`src/rtl/multicycle_pkg.sv`:
```
// Shared encodings for the multi-cycle RV32I-subset control path:
// FSM states, decoded opcodes and the ALU operand/operation selects.
package multicycle_pkg;

  typedef enum logic [3:0] {
    ST_FETCH    = 4'd0,
    ST_DECODE   = 4'd1,
    ST_MEM_ADDR = 4'd2,
    ST_MEM_RD   = 4'd3,
    ST_MEM_WB   = 4'd4,
    ST_MEM_WR   = 4'd5,
    ST_EXEC_R   = 4'd6,
    ST_EXEC_I   = 4'd7,
    ST_ALU_WB   = 4'd8,
    ST_BRANCH   = 4'd9,
    ST_HALT     = 4'd10
  } state_e;

  localparam logic [6:0] OP_LOAD   = 7'b0000011;
  localparam logic [6:0] OP_STORE  = 7'b0100011;
  localparam logic [6:0] OP_RTYPE  = 7'b0110011;
  localparam logic [6:0] OP_ITYPE  = 7'b0010011;
  localparam logic [6:0] OP_BRANCH = 7'b1100011;

  localparam logic [1:0] SRCA_PC    = 2'b00;
  localparam logic [1:0] SRCA_OLDPC = 2'b01;
  localparam logic [1:0] SRCA_REGA  = 2'b10;

  localparam logic [1:0] SRCB_REGB    = 2'b00;
  localparam logic [1:0] SRCB_FOUR    = 2'b01;
  localparam logic [1:0] SRCB_IMM     = 2'b10;
  localparam logic [1:0] SRCB_IMM_SH1 = 2'b11;

  localparam logic [1:0] ALU_ADD   = 2'b00;
  localparam logic [1:0] ALU_SUB   = 2'b01;
  localparam logic [1:0] ALU_RTYPE = 2'b10;
  localparam logic [1:0] ALU_ITYPE = 2'b11;

  // An instruction retires on the edge that leaves its last step; a store
  // only leaves MEM_WR once memory acknowledges it.
  function automatic logic is_retire(input logic [3:0] st, input logic mem_ready);
    return (st == ST_MEM_WB) || (st == ST_ALU_WB) || (st == ST_BRANCH) ||
           ((st == ST_MEM_WR) && mem_ready);
  endfunction

endpackage

```
`src/rtl/multicycle_control_output_decode.sv`:
```
// Combinational strobe/select decode for the multi-cycle control FSM.
// Moore outputs per state, plus the FETCH/BRANCH PC writes and IR load
// that depend on mem_ready and the ALU zero flag.
module mc_output_decode
  import multicycle_pkg::*;
(
  input  logic [3:0] state,
  input  logic       mem_ready,
  input  logic       zero,
  output logic       PCWrite,
  output logic       IRWrite,
  output logic       IorD,
  output logic       MemRead,
  output logic       MemWrite,
  output logic       MemtoReg,
  output logic       RegWrite,
  output logic [1:0] ALUSrcA,
  output logic [1:0] ALUSrcB,
  output logic [1:0] ALUop,
  output logic       PCSource,
  output logic       illegal
);

  // Per-state output decode; undefined encodings leave everything low.
  always_comb begin
    PCWrite  = 1'b0;
    IRWrite  = 1'b0;
    IorD     = 1'b0;
    MemRead  = 1'b0;
    MemWrite = 1'b0;
    MemtoReg = 1'b0;
    RegWrite = 1'b0;
    ALUSrcA  = SRCA_PC;
    ALUSrcB  = SRCB_REGB;
    ALUop    = ALU_ADD;
    PCSource = 1'b0;
    illegal  = 1'b0;
    case (state)
      ST_FETCH: begin
        MemRead = 1'b1;
        ALUSrcB = SRCB_FOUR;
        IRWrite = mem_ready;
        PCWrite = mem_ready;
      end
      ST_DECODE: begin
        ALUSrcA = SRCA_OLDPC;
        ALUSrcB = SRCB_IMM_SH1;
      end
      ST_MEM_ADDR: begin
        ALUSrcA = SRCA_REGA;
        ALUSrcB = SRCB_IMM;
      end
      ST_MEM_RD: begin
        MemRead = 1'b1;
        IorD    = 1'b1;
      end
      ST_MEM_WB: begin
        RegWrite = 1'b1;
        MemtoReg = 1'b1;
      end
      ST_MEM_WR: begin
        MemWrite = 1'b1;
        IorD     = 1'b1;
      end
      ST_EXEC_R: begin
        ALUSrcA = SRCA_REGA;
        ALUSrcB = SRCB_REGB;
        ALUop   = ALU_RTYPE;
      end
      ST_EXEC_I: begin
        ALUSrcA = SRCA_REGA;
        ALUSrcB = SRCB_IMM;
        ALUop   = ALU_ITYPE;
      end
      ST_ALU_WB: begin
        RegWrite = 1'b1;
      end
      ST_BRANCH: begin
        ALUSrcA  = SRCA_REGA;
        ALUSrcB  = SRCB_REGB;
        ALUop    = ALU_SUB;
        PCSource = 1'b1;
        PCWrite  = zero;
      end
      ST_HALT: begin
        illegal = 1'b1;
      end
      default: ;
    endcase
  end

endmodule

```
`src/rtl/multicycle_control.sv`:
```
// Control FSM for the multi-cycle RV32I-subset core: state register,
// opcode-driven sequencing, retired-instruction counter, and reset gating
// of the write/memory strobes.
module multicycle_control
  import multicycle_pkg::*;
(
  input  logic        clk,
  input  logic        reset,
  input  logic [6:0]  opcode,
  input  logic        zero,
  input  logic        mem_ready,
  output logic        PCWrite,
  output logic        IRWrite,
  output logic        IorD,
  output logic        MemRead,
  output logic        MemWrite,
  output logic        MemtoReg,
  output logic        RegWrite,
  output logic [1:0]  ALUSrcA,
  output logic [1:0]  ALUSrcB,
  output logic [1:0]  ALUop,
  output logic        PCSource,
  output logic        illegal,
  output logic [31:0] instret,
  output logic [3:0]  state
);

  logic [3:0] state_q;
  logic [3:0] state_d;
  logic       retire;
  logic       pc_write_raw;
  logic       ir_write_raw;
  logic       mem_read_raw;
  logic       mem_write_raw;
  logic       reg_write_raw;

  mc_output_decode u_decode (
    .state     (state_q),
    .mem_ready (mem_ready),
    .zero      (zero),
    .PCWrite   (pc_write_raw),
    .IRWrite   (ir_write_raw),
    .IorD      (IorD),
    .MemRead   (mem_read_raw),
    .MemWrite  (mem_write_raw),
    .MemtoReg  (MemtoReg),
    .RegWrite  (reg_write_raw),
    .ALUSrcA   (ALUSrcA),
    .ALUSrcB   (ALUSrcB),
    .ALUop     (ALUop),
    .PCSource  (PCSource),
    .illegal   (illegal)
  );

  // A cycle under reset must not touch PC, IR, memory or the register file.
  assign PCWrite  = pc_write_raw  & ~reset;
  assign IRWrite  = ir_write_raw  & ~reset;
  assign MemRead  = mem_read_raw  & ~reset;
  assign MemWrite = mem_write_raw & ~reset;
  assign RegWrite = reg_write_raw & ~reset;

  assign retire = is_retire(state_q, mem_ready);
  assign state  = state_q;

  // State register.
  always_ff @(posedge clk) begin
    if (reset) state_q <= ST_FETCH;
    else       state_q <= state_d;
  end

  // Retired-instruction counter; reset beats a coincident retire.
  always_ff @(posedge clk) begin
    if (reset) instret <= 32'd0;
    else       instret <= instret + {31'd0, retire};
  end

  // Next-state sequencing; memory steps hold until mem_ready.
  always_comb begin
    state_d = state_q;
    case (state_q)
      ST_FETCH:    if (mem_ready) state_d = ST_DECODE;
      ST_DECODE: begin
        case (opcode)
          OP_LOAD, OP_STORE: state_d = ST_MEM_ADDR;
          OP_RTYPE:          state_d = ST_EXEC_R;
          OP_ITYPE:          state_d = ST_EXEC_I;
          OP_BRANCH:         state_d = ST_BRANCH;
          default:           state_d = ST_HALT;
        endcase
      end
      ST_MEM_ADDR: state_d = (opcode == OP_LOAD) ? ST_MEM_RD : ST_MEM_WR;
      ST_MEM_RD:   if (mem_ready) state_d = ST_MEM_WB;
      ST_MEM_WB:   state_d = ST_FETCH;
      ST_MEM_WR:   if (mem_ready) state_d = ST_FETCH;
      ST_EXEC_R:   state_d = ST_ALU_WB;
      ST_EXEC_I:   state_d = ST_ALU_WB;
      ST_ALU_WB:   state_d = ST_FETCH;
      ST_BRANCH:   state_d = ST_FETCH;
      ST_HALT:     state_d = ST_HALT;
      default:     state_d = ST_HALT;
    endcase
  end

endmodule

```
`config.mk`:
```
export PLATFORM = sky130hd
export DESIGN_NAME = multicycle_control
export DESIGN_NICKNAME = d
export VERILOG_FILES = /design/src/rtl/multicycle_pkg.sv /design/src/rtl/multicycle_control_output_decode.sv /design/src/rtl/multicycle_control.sv
export SDC_FILE = /design/constraint.sdc
export NUM_CORES = 1
export LEC_CHECK = 0
export CAP_MARGIN = 20
export CORE_MARGIN = 1
export CORE_UTILIZATION = 50
export CTS_CLUSTER_DIAMETER = 80
export CTS_CLUSTER_SIZE = 40
export DETAILED_ROUTE_END_ITERATION = 16
export PLACE_DENSITY = 0.87
export REMOVE_ABC_BUFFERS = 1
export SETUP_SLACK_MARGIN = 0.4
export SYNTH_ARGS = -nofsm -noshare
export SYNTH_HDL_FRONTEND = slang
export SYNTH_SLANG_ARGS = --single-unit
```
`constraint.sdc`:
```
create_clock -name clk -period 4.6 [get_ports clk]
set_input_delay 0.92 -clock clk [delete_from_list [all_inputs] [get_ports clk]]
set_output_delay 0.92 -clock clk [all_outputs]
set_load 0.005 [all_outputs]
```
==> impl_metrics.tcl <==
set metrics [dict create \
    gp_congestion 0.891 \
    power.internal_w 0.000565 \
    hpwl_mm 3.50 \
    io_buffers 61 \
    die-width_um 65.1 \
    rows 22 \
    vias_per_cell 5.93 \
    synth-simple-area-share_pct 32.7 \
    ios 62 \
    ys_types 45 \
    setup_viol_count_final 0 \
    start_util_pct 53.2 \
    crit_required_ns 3.68 \
    cts.htree.levels 2 \
    arrival_ns 2.63 \
    fin_skew_ns 0.00608 \
    drt_iter0_drc 141 \
    worstPathCellList "clkdlybuf4s50_1 > nor3_1 > and3_1 > a31o_2 > clkdlybuf4s50_1" \
    min_period_ns 3.55 \
    timing_hold_violations_final 0 \
    clockRootBuffer "clkbuf_8" \
    rsz0062_at_grt "false" \
    die_area_mm2 0.00424 \
    dp.cells 344 \
    max_stage_delay_ns 0.55 \
    relSlewSlack_pct 55.0 \
    p_sw_share_pct 27.7 \
    drt-total-wl_mm 5.05 \
    n_antenna_cell 0 \
    synth-seq-cells 36 \
    max_freq_ghz 0.281 \
    cts.clk_slew.worst_paths_ns 0.07 \
    synth-main-ff-cell "dfxtp_1" \
    drc_errors 0 \
    gr-usage-all-layers_pct 24.4 \
    cts_resized 0 \
    p_leak_nw 0.883 \
    drive_above_1_share_pct 6.27 \
    synth_area_per_cell_um2 8.04 \
    synth_xor_area_share_pct 5.27 \
    p_comb_share_pct 23.4 \
    cp_common_cell "clkdlybuf4s50_1" \
    p_seq_share_pct 45.7 \
    first_global_vias 1841 \
    yosys_warnings 0 \
    core-area_mm2 0.00374 \
    worst_pin_slew_ns 0.674 \
    routedWlPerCell_um 14.4 \
    hp-class "reg2reg" \
    insertion_delay_ns 0.28 \
    via_count 2081 \
    cts_tree "built" \
    cts_max_path_buffers 2 \
    path_max_fanout 7 \
    synth_edf_count 0 \
    firstDrtPassIters 4 \
    nets 317 \
    critPathKind "in2out" \
    cts_setup_buffers 0 \
    fin_crit_sh_pct 77.2 \
    ff2ff_setup_slack_ns 1.54 \
    antenna_found_initial 0 \
    outcome "completed" \
    worst_slack_ns 1.05 \
    area_delta_synth_final_pct 36.0 \
    grt_max_degree 21 \
    pre_cts_ws_ns 0.804 \
    synth_compound_area_share_pct 18.8 \
    cp-end-kind "output port" \
    maxSlewViolCount 0 \
    numCtsBuffers 5 \
    grt_pass1_wl_mm 8.23 \
    synthAdderAreaFrac_pct 1.88 \
    grt_overflow 0 \
    cp-start-kind "primary input" \
    power.total_w 0.000781 \
    synthMuxAreaShare_pct 0.565 \
    synth-seq-area-share_pct 36.2 \
    die_h_um 65.1 \
    place_area_mm2 0.00261 \
    synth_cells 248 \
    p_clk_share_pct 30.9 \
    irDropWorstVdd_mv 0.153 \
    final_cells 351 \
    async_reset_ff_share_pct 0 \
    synth_top_family_by_area "simple AND/OR/NAND/NOR gates" \
    power_density_mw_per_mm2 288 \
    cts.sinks 36 \
    final_area_mm2 0.00271 \
    ctsHoldBuffers 0 \
    ant_nets 0 \
    fin_tns_setup_ns 0 \
    max_cap_viol_count 0 \
    synthesis.area_mm2 0.00199 \
    power_switching_w 0.000216 \
    cpMaxStageDelayCell "clkdlybuf4s50_1" \
]
-- per-stage QoR --
step | utilization, % | hold slack, ns
floorplan | - | 0.462
global placement | 69.8 | 0.462
detailed placement | 69.8 | 0.497
CTS | 72.4 | 0.507
global route | 72.4 | 0.527
finish | 72.4 | 0.504
-- layer usage --
| layer | wire length [µm] | GRT usage (%) | vias to the layer above |
|---|---|---|---|
| met5 | 0 | 0 | - |
| met4 | 29 | 4.89 | 0 |
| met3 | 213 | 5.90 | 4 |
| met2 | 2530 | 42.4 | 54 |
| met1 | 2270 | 30.7 | 999 |
| li1 | - | - | 1024 |
-- flip-flops by register name (all words and copies together) (netlist names) --
signal	cells
instret	32
state	4
-- kinds of logic after synthesis --
kind of cell,after synthesis
and+or+nand+nor,114
AOI/OAI and AO/OA,60
DFF,36
buffers and inverters,22
xor gates and xnor gates,12
adders and majority gates,3
muxes,1
-- power by group through the flow --
stage / Clock (W) / Sequential (W) / Combinational (W)
global route: 0.000255 / 0.000360 / 0.000198
detailed placement: 0 / 0.000363 / 0.000181
CTS: 0.000242 / 0.000356 / 0.000183
global placement: 0 / 0.000362 / 0.000179
floorplan: 0 / 0.000355 / 0.0000862
finish: 0.000241 / 0.000357 / 0.000183
-- worst paths after layout --
kind / from / to / cells after the start
setup / recovery: reset / PCWrite / 5
hold / removal: instret[31]$_SDFF_PP0_ / instret[31]$_SDFF_PP0_ / 2
setup reg to reg: state[2]$_SDFFE_PP0P_ / instret[20]$_SDFF_PP0_ / 9
hold reg to reg: instret[31]$_SDFF_PP0_ / instret[31]$_SDFF_PP0_ / 2
-- cells in the mapped netlist, types with 3 or more instances --
| cell | number | area (µm²) |
|---|---|---|
| dfxtp_1 | 36 | 721 |
| inv_1 | 7 | 26.3 |
| nand2b_1 | 7 | 43.8 |
| nor2_1 | 22 | 82.6 |
| xor2_1 | 3 | 26.3 |
| or3_1 | 6 | 37.5 |
| or4_1 | 16 | 120 |
| ha_1 | 3 | 37.5 |
| nor2b_1 | 4 | 25.0 |
| and2_1 | 3 | 18.8 |
| nand4_1 | 5 | 31.3 |
| nor3_1 | 8 | 40.0 |
| xnor2_1 | 9 | 78.8 |
| o21ai_0 | 11 | 55.1 |
| a21oi_1 | 25 | 125 |
| clkbuf_1 | 11 | 41.3 |
| o31ai_1 | 13 | 97.6 |
| nand2_1 | 14 | 52.6 |
| and3_1 | 5 | 31.3 |
| nand3_1 | 10 | 50.1 |
-- final cells by class --
class | count | area (µm²)
flip-flops and latches | 36 | 721
fillers | 342 | 1030
inverters | 7 | 26.3
multi-input cells | 190 | 1180
clock buffers | 7 | 96.3
repair buffers | 63 | 626
well taps | 48 | 60.1
-- critical path: cells and delay by family --
kind	cells	cell delay, ns
AND/OR/NAND/NOR	2	0.55
buffers and inverters	2	1.04
AO/OA/AOI/OAI	1	0.11
-- cells in the final DEF, fill, tap and decap left out, types with 4 or more instances in the layout --
| master | netlist | routed |
|---|---|---|
| xnor2_1 | 9 | 9 |
| clkbuf_8 | 0 | 7 |
| nand2_1 | 14 | 14 |
| nor2b_1 | 4 | 4 |
| dfxtp_1 | 36 | 36 |
| a21oi_1 | 25 | 25 |
| o31ai_1 | 13 | 13 |
| nand4_1 | 5 | 5 |
| and3_1 | 5 | 5 |
| inv_1 | 7 | 7 |
| clkdlybuf4s50_1 | 0 | 61 |
| nand3_1 | 10 | 10 |
| nor2_1 | 22 | 22 |
| nor3_1 | 8 | 8 |
| o21ai_0 | 11 | 11 |
| or3_1 | 6 | 6 |
| nand2b_1 | 7 | 7 |
| or4_1 | 16 | 16 |
Power figures use the tool's default switching activity.
